==> config.mk <==
export PLATFORM = sky130hd
export DESIGN_NAME = mem_byte_sched
export DESIGN_NICKNAME = d
export VERILOG_FILES = /design/src/rtl/mem_byte_sched_pkg.sv /design/src/rtl/mem_byte_sched_byte_assembler.sv /design/src/rtl/mem_byte_sched.sv
export SDC_FILE = /design/constraint.sdc
export NUM_CORES = 1
export LEC_CHECK = 0
export ABC_CLOCK_PERIOD_IN_PS = 5990
export CORE_ASPECT_RATIO = 1.75
export CORE_MARGIN = 2
export CORE_UTILIZATION = 35
export CTS_CLUSTER_SIZE = 8
export DETAILED_ROUTE_END_ITERATION = 10
export GPL_ROUTABILITY_DRIVEN = 1
export PLACE_DENSITY = 0.56
export SETUP_SLACK_MARGIN = 0.1
export SLEW_MARGIN = 20
export SYNTH_ARGS = -nofsm -noshare
export SYNTH_HDL_FRONTEND = slang
export SYNTH_SLANG_ARGS = --single-unit
export TNS_END_PERCENT = 1
==> constraint.sdc <==
create_clock -name clock -period 5.99 [get_ports clock]
set_input_delay 0.599 -clock clock [delete_from_list [all_inputs] [get_ports clock]]
set_output_delay 0.599 -clock clock [all_outputs]
set_load 0.05 [all_outputs]
==> src/rtl/mem_byte_sched_pkg.sv <==
// Shared types and constants for the byte-serial memory bus scheduler.
// Covers the length codes, FSM/owner encodings and the default IO region select.
package mem_byte_sched_pkg;

  localparam int unsigned MEM_ADDR_W = 32;
  localparam int unsigned MEM_DATA_W = 32;

  typedef logic [MEM_ADDR_W-1:0] mem_addr_bus_t;
  typedef logic [MEM_DATA_W-1:0] mem_data_bus_t;

  localparam logic [2:0] LEN_BYTE = 3'd1;
  localparam logic [2:0] LEN_HALF = 3'd2;
  localparam logic [2:0] LEN_WORD = 3'd4;

  localparam logic [1:0] IO_SEL_DEFAULT = 2'b11;

  typedef enum logic [2:0] {
    ST_IDLE,
    ST_RD_ISSUE,
    ST_RD_DRAIN,
    ST_WR,
    ST_DONE
  } state_t;

  typedef enum logic [1:0] {
    OWN_NONE,
    OWN_IF,
    OWN_MEM
  } owner_t;

  // Any length code other than 1 or 2 is handled as a full word.
  function automatic logic [2:0] norm_len(input logic [2:0] len);
    case (len)
      LEN_BYTE: norm_len = LEN_BYTE;
      LEN_HALF: norm_len = LEN_HALF;
      default:  norm_len = LEN_WORD;
    endcase
  endfunction

endpackage

==> src/rtl/mem_byte_sched_byte_assembler.sv <==
// Inserts a captured byte into its lane and produces the zero/sign-extended
// load result for the current transfer length.
module byte_assembler
  import mem_byte_sched_pkg::*;
(
  input  mem_data_bus_t word_in,
  input  logic [1:0]    lane,
  input  logic [7:0]    byte_in,
  input  logic [2:0]    len,
  input  logic          sgn,
  output mem_data_bus_t word_out,
  output mem_data_bus_t ext_out
);

  always_comb begin
    word_out = word_in;
    word_out[{lane, 3'b000} +: 8] = byte_in;
  end

  always_comb begin
    case (len)
      LEN_BYTE: ext_out = {{24{sgn & word_out[7]}}, word_out[7:0]};
      LEN_HALF: ext_out = {{16{sgn & word_out[15]}}, word_out[15:0]};
      default:  ext_out = word_out;
    endcase
  end

endmodule

==> src/rtl/mem_byte_sched.sv <==
// Arbitrates the byte-wide RAM/IO bus between instruction fetch and the MEM stage,
// serialising 1/2/4-byte requests into pipelined (RAM) or one-at-a-time (IO) byte cycles.
module mem_byte_sched
  import mem_byte_sched_pkg::*;
#(
  parameter logic [1:0]  IO_SEL = IO_SEL_DEFAULT,
  parameter int unsigned ADDR_W = MEM_ADDR_W
) (
  input  logic              clock,
  input  logic              reset,
  input  logic              rdy,
  output logic              ram_rw,
  output logic [ADDR_W-1:0] ram_addr,
  output logic [7:0]        ram_w_data,
  input  logic [7:0]        ram_r_data,
  input  logic              if_read,
  input  logic [ADDR_W-1:0] if_addr,
  output logic              if_ready,
  output logic [31:0]       if_data,
  output logic              if_busy,
  input  logic              mem_read,
  input  logic              mem_write,
  input  logic [ADDR_W-1:0] mem_addr,
  input  logic [31:0]       mem_data_i,
  input  logic [2:0]        mem_length,
  input  logic              mem_signed,
  output logic              mem_ready,
  output logic [31:0]       mem_data_o,
  output logic              mem_busy
);

  state_t              state_q, state_d;
  owner_t              owner_q, owner_d;
  logic [2:0]          issue_q, issue_d, cap_q, cap_d, len_q, len_d;
  logic [ADDR_W-1:0]   base_q, base_d, addr_q, addr_d;
  logic                sgn_q, sgn_d, is_io_q, is_io_d;
  mem_data_bus_t       wdata_q, wdata_d, buf_q, buf_d;
  logic                rd_iss_q, rd_iss_d, dvld_q, dvld_d, rw_q, rw_d;
  logic [7:0]          wbyte_q, wbyte_d;
  logic                if_rdy_q, if_rdy_d, mem_rdy_q, mem_rdy_d;
  mem_data_bus_t       if_data_q, if_data_d, mem_out_q, mem_out_d;
  logic                if_busy_q, if_busy_d, mem_busy_q, mem_busy_d;
  mem_data_bus_t       asm_word, asm_ext;

  byte_assembler u_asm (
    .word_in  (buf_q),
    .lane     (cap_q[1:0]),
    .byte_in  (ram_r_data),
    .len      (len_q),
    .sgn      (sgn_q),
    .word_out (asm_word),
    .ext_out  (asm_ext)
  );

  always_comb begin
    state_d   = state_q;
    owner_d   = owner_q;
    issue_d   = issue_q;
    cap_d     = cap_q;
    len_d     = len_q;
    base_d    = base_q;
    sgn_d     = sgn_q;
    is_io_d   = is_io_q;
    wdata_d   = wdata_q;
    buf_d     = buf_q;
    rd_iss_d  = 1'b0;
    dvld_d    = rd_iss_q;
    rw_d      = 1'b0;
    addr_d    = addr_q;
    wbyte_d   = wbyte_q;
    if_rdy_d  = 1'b0;
    mem_rdy_d = 1'b0;
    if_data_d = if_data_q;
    mem_out_d = mem_out_q;

    if (!rdy) begin
      // In-flight reads are discarded; resume issuing from the last captured byte.
      issue_d = cap_q;
      dvld_d  = 1'b0;
      if (state_q == ST_RD_DRAIN) state_d = ST_RD_ISSUE;
    end else begin
      case (state_q)
        ST_IDLE: begin
          issue_d = '0;
          cap_d   = '0;
          buf_d   = '0;
          if (mem_write || mem_read) begin
            owner_d = OWN_MEM;
            base_d  = mem_addr;
            len_d   = norm_len(mem_length);
            sgn_d   = mem_signed;
            wdata_d = mem_data_i;
            is_io_d = (mem_addr[17:16] == IO_SEL);
            state_d = mem_write ? ST_WR : ST_RD_ISSUE;
          end else if (if_read) begin
            owner_d = OWN_IF;
            base_d  = if_addr;
            len_d   = LEN_WORD;
            sgn_d   = 1'b0;
            is_io_d = (if_addr[17:16] == IO_SEL);
            state_d = ST_RD_ISSUE;
          end
        end

        ST_RD_ISSUE, ST_RD_DRAIN: begin
          if (owner_q == OWN_IF && !if_read) begin
            state_d = ST_IDLE;
            owner_d = OWN_NONE;
            dvld_d  = 1'b0;
          end else begin
            if (dvld_q) begin
              buf_d = asm_word;
              cap_d = cap_q + 3'd1;
            end
            // IO reads wait until the previous byte's address has been consumed.
            if (state_q == ST_RD_ISSUE && issue_q < len_q && !(is_io_q && rd_iss_q)) begin
              addr_d   = base_q + ADDR_W'(issue_q);
              issue_d  = issue_q + 3'd1;
              rd_iss_d = 1'b1;
              if (issue_q + 3'd1 == len_q) state_d = ST_RD_DRAIN;
            end
            if (dvld_q && (cap_q + 3'd1 == len_q)) begin
              state_d = ST_DONE;
              if (owner_q == OWN_IF) begin
                if_rdy_d  = 1'b1;
                if_data_d = asm_ext;
              end else begin
                mem_rdy_d = 1'b1;
                mem_out_d = asm_ext;
              end
            end
          end
        end

        ST_WR: begin
          cap_d = cap_q + {2'b00, rw_q};
          if (issue_q < len_q) begin
            rw_d    = 1'b1;
            addr_d  = base_q + ADDR_W'(issue_q);
            wbyte_d = wdata_q[{issue_q[1:0], 3'b000} +: 8];
            issue_d = issue_q + 3'd1;
          end else if (cap_d == len_q) begin
            mem_rdy_d = 1'b1;
            state_d   = ST_DONE;
          end
        end

        ST_DONE: begin
          state_d = ST_IDLE;
          owner_d = OWN_NONE;
        end

        default: begin
          state_d = ST_IDLE;
          owner_d = OWN_NONE;
        end
      endcase
    end

    if_busy_d  = (owner_d == OWN_MEM);
    mem_busy_d = (owner_d == OWN_IF);
  end

  always_ff @(posedge clock or negedge reset) begin
    if (!reset) begin
      state_q    <= ST_IDLE;
      owner_q    <= OWN_NONE;
      issue_q    <= '0;
      cap_q      <= '0;
      len_q      <= '0;
      base_q     <= '0;
      sgn_q      <= 1'b0;
      is_io_q    <= 1'b0;
      wdata_q    <= '0;
      buf_q      <= '0;
      rd_iss_q   <= 1'b0;
      dvld_q     <= 1'b0;
      rw_q       <= 1'b0;
      addr_q     <= '0;
      wbyte_q    <= '0;
      if_rdy_q   <= 1'b0;
      mem_rdy_q  <= 1'b0;
      if_data_q  <= '0;
      mem_out_q  <= '0;
      if_busy_q  <= 1'b0;
      mem_busy_q <= 1'b0;
    end else begin
      state_q    <= state_d;
      owner_q    <= owner_d;
      issue_q    <= issue_d;
      cap_q      <= cap_d;
      len_q      <= len_d;
      base_q     <= base_d;
      sgn_q      <= sgn_d;
      is_io_q    <= is_io_d;
      wdata_q    <= wdata_d;
      buf_q      <= buf_d;
      rd_iss_q   <= rd_iss_d;
      dvld_q     <= dvld_d;
      rw_q       <= rw_d;
      addr_q     <= addr_d;
      wbyte_q    <= wbyte_d;
      if_rdy_q   <= if_rdy_d;
      mem_rdy_q  <= mem_rdy_d;
      if_data_q  <= if_data_d;
      mem_out_q  <= mem_out_d;
      if_busy_q  <= if_busy_d;
      mem_busy_q <= mem_busy_d;
    end
  end

  assign ram_rw     = rw_q & rdy;
  assign ram_addr   = addr_q;
  assign ram_w_data = wbyte_q;
  assign if_ready   = if_rdy_q;
  assign if_data    = if_data_q;
  assign if_busy    = if_busy_q;
  assign mem_ready  = mem_rdy_q;
  assign mem_data_o = mem_out_q;
  assign mem_busy   = mem_busy_q;

endmodule
==> impl_table.tex, run 1 <==
\begin{tabular}{lr}
\hline
Metric & Value \\
\hline
\multicolumn{2}{l}{\textbf{Global route}} \\
\quad Vias in the first global route & just over 8,000 \\
\quad Global-route wire length before repair & 45.3 mm \\
\quad Largest net degree at the start of global routing & 104 \\
\quad Antenna violations before repair & 1 \\
\quad Sum of overflow across all layers after global routing & 0 \\
\quad Overall routing resource usage & 0.184 \\
\multicolumn{2}{l}{\textbf{Clock network}} \\
\quad Number of buffers inserted during clock tree synthesis & 31 \\
\quad CTS root buf & clkbuf\_16 \\
\quad CTS resizes & 0 \\
\quad Clk buf depth & 3 \\
\quad Number of buffers inserted to repair setup after CTS & 0 \\
\quad TritonCTS clock tree & built \\
\quad Later-pin clock latency in the skew report & 0.56 ns \\
\quad CTS Hold Bufs & 0 \\
\quad CTS clock-pin slew for the worst setup and hold paths & 0.05 ns \\
\quad TritonCTS Sinks & 223 \\
\quad H-tree Lvls & 1 \\
\multicolumn{2}{l}{\textbf{Routing}} \\
\quad Number of detailed-routing iterations run before antenna repair & 5 \\
\quad Routed wirelength normalized by instance count & 17.7 um \\
\quad Total via count in the routed design & about 8,100 \\
\quad Via count normalized by instance count & 5.05 \\
\quad Final antenna-violating net count & 0 \\
\quad Number of remaining DRC errors & 0 \\
\quad Starting DRT DRC Count & 282 \\
\quad Routed wire length & 28.6 mm \\
\multicolumn{2}{l}{\textbf{Worst setup path}} \\
\quad Worst Path Arrival & 3.54 ns \\
\quad Nature of the critical path endpoint & flop \\
\quad Critical path peak fanout & 37 \\
\quad CP Data Required Time & about 6.4 ns \\
\quad Type of origin of the critical path & input pin \\
\quad Crit Path Category & in -> reg \\
\multicolumn{2}{l}{\textbf{STA}} \\
\quad Ratio of final minimum period to clock period & 0.518 \\
\quad Transition at the pin with the smallest max-transition slack & between 0.8 and 0.9 ns \\
\quad Final Hold Violating Endpoints & 0 \\
\quad Final-layout worst hold slack & 0.110 ns \\
\quad Setup\_tns & 0 ns \\
\quad Final Skew & 0.0157 ns \\
\quad Number of max-slew violations in the final report & 0 \\
\quad Unrepaired setup endpoints after global routing & false \\
\quad Final Setup Violations & 0 \\
\quad Final worst path period need & 3.11 ns \\
\quad Max-Slew Margin vs Limit & 0.402 \\
\quad FMAX & between 0.3 and 0.4 GHz \\
\multicolumn{2}{l}{\textbf{Placement}} \\
\quad Inst Count DP & between 1,500 and 2,000 \\
\quad Global placer's final weighted congestion & 0.871 \\
\quad Detailed Place HPWL & 20.5 mm \\
\quad Port bufs & about 220 \\
\multicolumn{2}{l}{\textbf{Floorplanning}} \\
\quad Initial Utilization & 0.355 \\
\quad Vertical die dimension & 232 um \\
\quad Number of I/O pins & 223 \\
\quad Die extent in x & approximately 130 um \\
\quad Std cell rows & 83 \\
\quad Area of the die & 31,300 um\^{}2 \\
\quad Placeable core region & 29,400 um\^{}2 \\
\multicolumn{2}{l}{\textbf{Synthesis}} \\
\quad Avg Inst Size Synth & 10.2 um\^{}2 \\
\quad Top-count cell post-synth & dfrtp\_1 \\
\quad Ranking of synthesized cells by area & dfrtp\_1 53\%, mux2\_2 6.6\%, nand2\_1 5.2\% \\
\quad Yosys cell types & between 50 and 60 \\
\quad Seq cells post-synth & roughly 220 \\
\quad Synthesized net count & 1,158 \\
\quad Share of the synthesized area in the top cell type & 0.535 \\
\quad Count of flip-flops with a built-in enable after synthesis & 0 \\
\quad Most frequent cells after synthesis & 223 x dfrtp\_1, 144 x nand2\_1, 123 x nor2\_1, 65 x a21oi\_1, 61 x mux2\_2 \\
\quad Main flop type after synthesis & dfrtp\_1 \\
\quad Portion of the post-synthesis area used by sequential elements & 0.535 \\
\quad Top cell type by total area after synthesis & dfrtp\_1 \\
\quad Warnings, synthesis & 0 \\
\quad Number of instances in the synthesized netlist & 1,028 \\
\quad Synth Cell Area & approximately 10,000 um\^{}2 \\
\quad Share of synthesized flip-flops with an asynchronous set or reset & 1.00 \\
\multicolumn{2}{l}{\textbf{Flow run}} \\
\quad Number of max-cap violations & 0 \\
\multicolumn{2}{l}{\textbf{Power and ir drop}} \\
\quad Worst VDD drop & 0.359 mV \\
\quad P per Cell Area & 469 nW/um\^{}2 \\
\quad Cell leakage power & 0.00578 uW \\
\quad Design Power & 6450 uW \\
\multicolumn{2}{l}{\textbf{Final layout}} \\
\quad Final Net Count & 1,361 \\
\quad Filler cells & between 2,000 and 3,000 \\
\quad Fin cells & 1,613 \\
\quad Proportion of layout cells with a drive suffix above 1 & 0.103 \\
\quad ANT cells & 0 \\
\quad Area added between synthesis and finish & 31.9\% \\
\multicolumn{2}{l}{\textbf{Min path}} \\
\quad Hold Path Class & in -> async \\
\multicolumn{2}{l}{\textbf{Run status}} \\
\quad Result of the run & complete, no violations \\
\hline
\end{tabular}
state kept, by name, summed over array words and instances, names as in the netlist, 3 cells and up:
| register | count |
|---|---|
| wdata_q | 32 |
| ram_w_data | 8 |
| mem_data_o | 32 |
| ram_addr | 32 |
| cap_q | 3 |
| buf_q | 32 |
| state_q | 3 |
| base_q | 32 |
| issue_q | 3 |
| len_q | 3 |
| if_data | 32 |
where the power goes:
part	leakage (uW)	internal [uW]	switching [uW]	total [uW]
clock network	0.000388	899	611	1510
logic	0.00258	1070	1530	2600
registers	0.00281	1940	409	2340
total	0.00578	3910	2550	6450
layout make-up:
class	instances	area, um^2	share of cell area
Clock buffer	32	779	0.0566
Clock inverter	1	8.76	0.000636
Inverter	18	67.6	0.00491
Multi-Input combinational cell	726	4550	0.331
Sequential cell	223	5580	0.405
Tap cell	382	478	0.0347
Timing Repair Buffer	231	2290	0.167
layer usage:
metal | GRT usage | up-vias | wire length, um
met5 | 0 | - | 14
met3 | 0.0336 | 66 | 1420
met1 | 0.205 | 3891 | 10800
met4 | 0.0773 | 2 | 1080
li1 | - | 3953 | -
met2 | 0.339 | 236 | 15200
kinds of logic (layout without fill, tap and decap cells):
family,count (synthesis),after routing,share of synthesized area
simple gates,368,368,0.160
compound gates,228,228,0.134
flops,223,223,0.535
buf+inv,79,282,0.0301
mux,71,71,0.0850
xor+xnor,42,42,0.0352
fa+ha+maj,17,17,0.0209
worst max-delay path, cell delays in order:
cell and delay (ns):
clkdlybuf4s50_1 0.76, nand2b_1 0.37, nor2_1 0.35, o21a_2 0.62, buf_4 0.45, mux2_2 0.37
metrics by stage:
stage / utilization / worst slack (ns) / instance area [um^2]
finish: 0.468 / 2.88 / 13800
global route: 0.468 / 2.61 / 13800
CTS: 0.468 / 2.83 / 13800
detailed placement: 0.441 / 2.27 / 13000
global placement: 0.441 / 2.38 / 13000
floorplan: - / 3.52 / 10400
path summary, 6_finish.rpt:
path,start,endpoint,slack [ns],cells past startpoint
min in group clock,if_data[22],if_data[22],0.47,2
min,reset,base_q[20],0.11,1
max,rdy,len_q[0],2.88,6
max in group asynchronous,reset,is_io_q,4.50,2
min reg2reg,if_data[22],if_data[22],0.47,2
max reg2reg,cap_q[0],if_data[10],2.93,8
cell usage in the layout, fill, tap and decap left out, types with 2 or more instances in the layout:
| cell type | instances |
|---|---|
| a21o_1 | 6 |
| a21oi_1 | 65 |
| a221o_1 | 2 |
| a22o_1 | 32 |
| a22oi_1 | 2 |
| a31oi_1 | 47 |
| and2_1 | 5 |
| and3_1 | 3 |
| buf_4 | 9 |
| clkbuf_16 | 31 |
| clkdlybuf4s50_1 | 221 |
| dfrtp_1 | 223 |
| ha_1 | 15 |
| inv_1 | 17 |
| mux2_2 | 61 |
| mux2i_1 | 2 |
| mux4_2 | 8 |
| nand2_1 | 144 |
| nand2b_1 | 10 |
| nand3_1 | 20 |
| nand4_1 | 5 |
| nor2_1 | 121 |
| nor2b_1 | 28 |
| nor3_1 | 4 |
| nor3_2 | 3 |
| nor3b_1 | 2 |
| nor4_1 | 5 |
| nor4b_1 | 2 |
| o21a_1 | 2 |
| o21ai_0 | 59 |
| o22ai_1 | 2 |
| o311a_1 | 2 |
| o41ai_1 | 2 |
| or2_2 | 4 |
| xnor2_1 | 29 |
| xor2_1 | 13 |
Power figures use the tool's default switching activity.
==> run 2, diff against run 1 <==
- ABC_CLOCK_PERIOD_IN_PS: 5990 -> 3150
- clock period: 5.99 -> 3.15 ns (I/O delays scaled with it)
==> impl_table.tex, run 2 (synthesized netlist as in run 1, its figures left out) <==
\begin{tabular}{lr}
\hline
Metric & Value \\
\hline
\multicolumn{2}{l}{\textbf{Clock network}} \\
\quad CTS resizes & 0 (unchanged) \\
\quad H-tree Lvls & 1 (unchanged) \\
\quad Number of buffers inserted during clock tree synthesis & 31 (unchanged) \\
\quad CTS Hold Bufs & 1 (+1) \\
\quad CTS root buf & clkbuf\_16 \\
\quad TritonCTS clock tree & built \\
\quad CTS clock-pin slew for the worst setup and hold paths & 0.05 ns (about the same) \\
\quad Number of buffers inserted to repair setup after CTS & 0 (unchanged) \\
\quad Later-pin clock latency in the skew report & 0.56 ns (about the same) \\
\quad TritonCTS Sinks & 223 (unchanged) \\
\quad Clk buf depth & 3 (unchanged) \\
\multicolumn{2}{l}{\textbf{STA}} \\
\quad Post-route worst setup slack & 0.433 ns (-2.45 ns) \\
\quad Setup\_tns & 0 ns (unchanged) \\
\quad Transition at the pin with the smallest max-transition slack & 0.792 ns (-0.0983 ns) \\
\quad Final Hold Violating Endpoints & 0 (unchanged) \\
\quad Number of max-slew violations in the final report & 0 (unchanged) \\
\quad Final Skew & 0.00717 ns (-0.00851 ns) \\
\quad FMAX & 0.368 GHz \\
\quad Unrepaired setup endpoints after global routing & false \\
\quad Ratio of final minimum period to clock period & 0.863 \\
\quad Max-Slew Margin vs Limit & 0.472 (+0.0701) \\
\quad Final-layout worst hold slack & 0.318 ns (+0.208 ns) \\
\quad Final worst path period need & $\sim$2.7 ns \\
\quad Final Setup Violations & 0 (unchanged) \\
\multicolumn{2}{l}{\textbf{Routing}} \\
\quad Starting DRT DRC Count & 385 (+37\%) \\
\quad Routed wire length & 29.2 mm (+2.2\%) \\
\quad Routed wirelength normalized by instance count & 17.9 um (+1.2\%) \\
\quad Number of remaining DRC errors & 0 (unchanged) \\
\quad Via count normalized by instance count & 5.03 (-0.36\%) \\
\quad Final antenna-violating net count & 0 (unchanged) \\
\quad Total via count in the routed design & 8,199 (+0.63\%) \\
\quad Number of detailed-routing iterations run before antenna repair & 5 (unchanged) \\
\multicolumn{2}{l}{\textbf{Power and ir drop}} \\
\quad Part of the total power dissipated in sequential elements & 0.347 (-0.016) \\
\quad Sw frac & 0.395 (about the same) \\
\quad Worst VDD drop & 0.565 mV (+57\%) \\
\quad Logic pwr share & 0.420 (+0.017) \\
\quad Psw & 4910 uW (+93\%) \\
\quad P per Cell Area & 894 nW/um\^{}2 (+91\%) \\
\quad Internal cell power & 7530 uW (+93\%) \\
\quad Cell leakage power & 0.00587 uW (+1.6\%) \\
\quad Clock share of power & 0.233 (about the same) \\
\multicolumn{2}{l}{\textbf{Final layout}} \\
\quad Area added between synthesis and finish & 33.4\% \\
\quad Filler cells & 2,816 (-1.1\%) \\
\quad Final Net Count & 1,377 (+1.2\%) \\
\quad Final core utilization & 0.474 (+0.00545) \\
\quad Most common cell after layout, fill and taps aside & dfrtp\_1 \\
\quad Fin cells & 1,629 (+0.99\%) \\
\quad ANT cells & 0 (unchanged) \\
\quad Top library cells by usage in the layout, fill and taps aside & 223 x dfrtp\_1, 221 x clkdlybuf4s50\_1, 144 x nand2\_1 \\
\quad Proportion of layout cells with a drive suffix above 1 & 0.114 (+0.0107) \\
\multicolumn{2}{l}{\textbf{Floorplanning}} \\
\quad Die extent in x & 135 um (unchanged) \\
\quad Vertical die dimension & 232 um (unchanged) \\
\quad Initial Utilization & 0.355 (unchanged) \\
\quad Area of the die & 31,300 um\^{}2 (unchanged) \\
\quad Placeable core region & 29,400 um\^{}2 (unchanged) \\
\quad Number of I/O pins & 223 (unchanged) \\
\quad Std cell rows & 83 (unchanged) \\
\multicolumn{2}{l}{\textbf{Worst setup path}} \\
\quad Type of origin of the critical path & flop \\
\quad Nature of the critical path endpoint & flop \\
\quad Crit Path Category & reg -> reg \\
\quad CP Data Required Time & 3.59 ns (-2.83 ns) \\
\quad Worst Path Arrival & 3.15 ns (-0.39 ns) \\
\quad Critical path peak fanout & 11 (-70\%) \\
\multicolumn{2}{l}{\textbf{Placement}} \\
\quad Inst Count DP & 1,595 (+0.95\%) \\
\quad Global placer's final weighted congestion & 0.863 (-0.87\%) \\
\quad Pre-CTS setup slack & 0.458 ns (-1.81 ns) \\
\quad Detailed Place HPWL & 21.0 mm (+2.2\%) \\
\quad Port bufs & 222 (unchanged) \\
\multicolumn{2}{l}{\textbf{Run status}} \\
\quad Result of the run & complete, no violations \\
\multicolumn{2}{l}{\textbf{Global route}} \\
\quad Vias in the first global route & 8,441 (+1.9\%) \\
\quad Antenna violations before repair & 1 (unchanged) \\
\quad Largest net degree at the start of global routing & 100 (-3.8\%) \\
\quad Global-route wire length before repair & 46.2 mm (+2.2\%) \\
\quad Overall routing resource usage & 0.187 (+0.00371) \\
\quad Sum of overflow across all layers after global routing & 0 (unchanged) \\
\multicolumn{2}{l}{\textbf{Flow run}} \\
\quad Number of max-cap violations & 0 (unchanged) \\
\multicolumn{2}{l}{\textbf{Min path}} \\
\quad Hold Path Class & in -> reg \\
\hline
\end{tabular}
[run 2: stage by stage]
stage,total power (uW),area [um^2]
after floorplan,7850,10400
after global placement,9550,13100
after detailed placement,9640,13100
after CTS,12600,13900
after global routing,13200,13900
final,12400,13900
[run 2: critical path, stage by stage (launching register included)]
cell     delay [ns]
dfrtp_1        0.44
inv_1          0.15
ha_1           0.44
nor2b_1        0.09
a31oi_1        0.46
nor2_1         0.08
nor2_1         0.50
a31oi_1        0.13
mux2_2         0.31
[run 2: worst paths after layout]
path                                start        endpoint  slack (ns)  cells past startpoint
max                              cap_q[1]     if_data[10]        0.43                      8
min                           if_addr[12]      base_q[12]        0.32                      3
max reg2reg                      cap_q[1]     if_data[10]        0.43                      8
min reg2reg                mem_data_o[17]  mem_data_o[17]        0.47                      2
max in group asynchronous           reset      wdata_q[4]        1.91                      3
min in group asynchronous           reset     if_data[13]        0.39                      2
[run 2: power by group through the flow]
stage / sequential [uW] / clock, uW / combinational [uW]
floorplan: 5090 / 0 / 2770
global placement: 4340 / 0 / 5210
detailed placement: 4370 / 0 / 5260
CTS: 4340 / 2990 / 5290
global route: 4430 / 3090 / 5710
finish: 4320 / 2900 / 5220
[run 2: metal layers]
layer / global-route usage / wire length [um] / vias to the layer above
met5: 0 / 13 / -
met3: 0.0359 / 1510 / 58
met1: 0.206 / 11000 / 3929
met2: 0.355 / 15800 / 234
li1: - / - / 3976
met4: 0.0641 / 861 / 2
[run 2: layout make-up]
cell class,instances,area [um^2],share of cell area
Inverter,18,67.6,0.00485
Multi-Input combinational cell,726,4550,0.327
Sequential cell,223,5580,0.401
Timing Repair Buffer,247,2450,0.176
Tap cell,382,478,0.0343
Clock inverter,1,8.76,0.000629
Clock buffer,32,779,0.0560
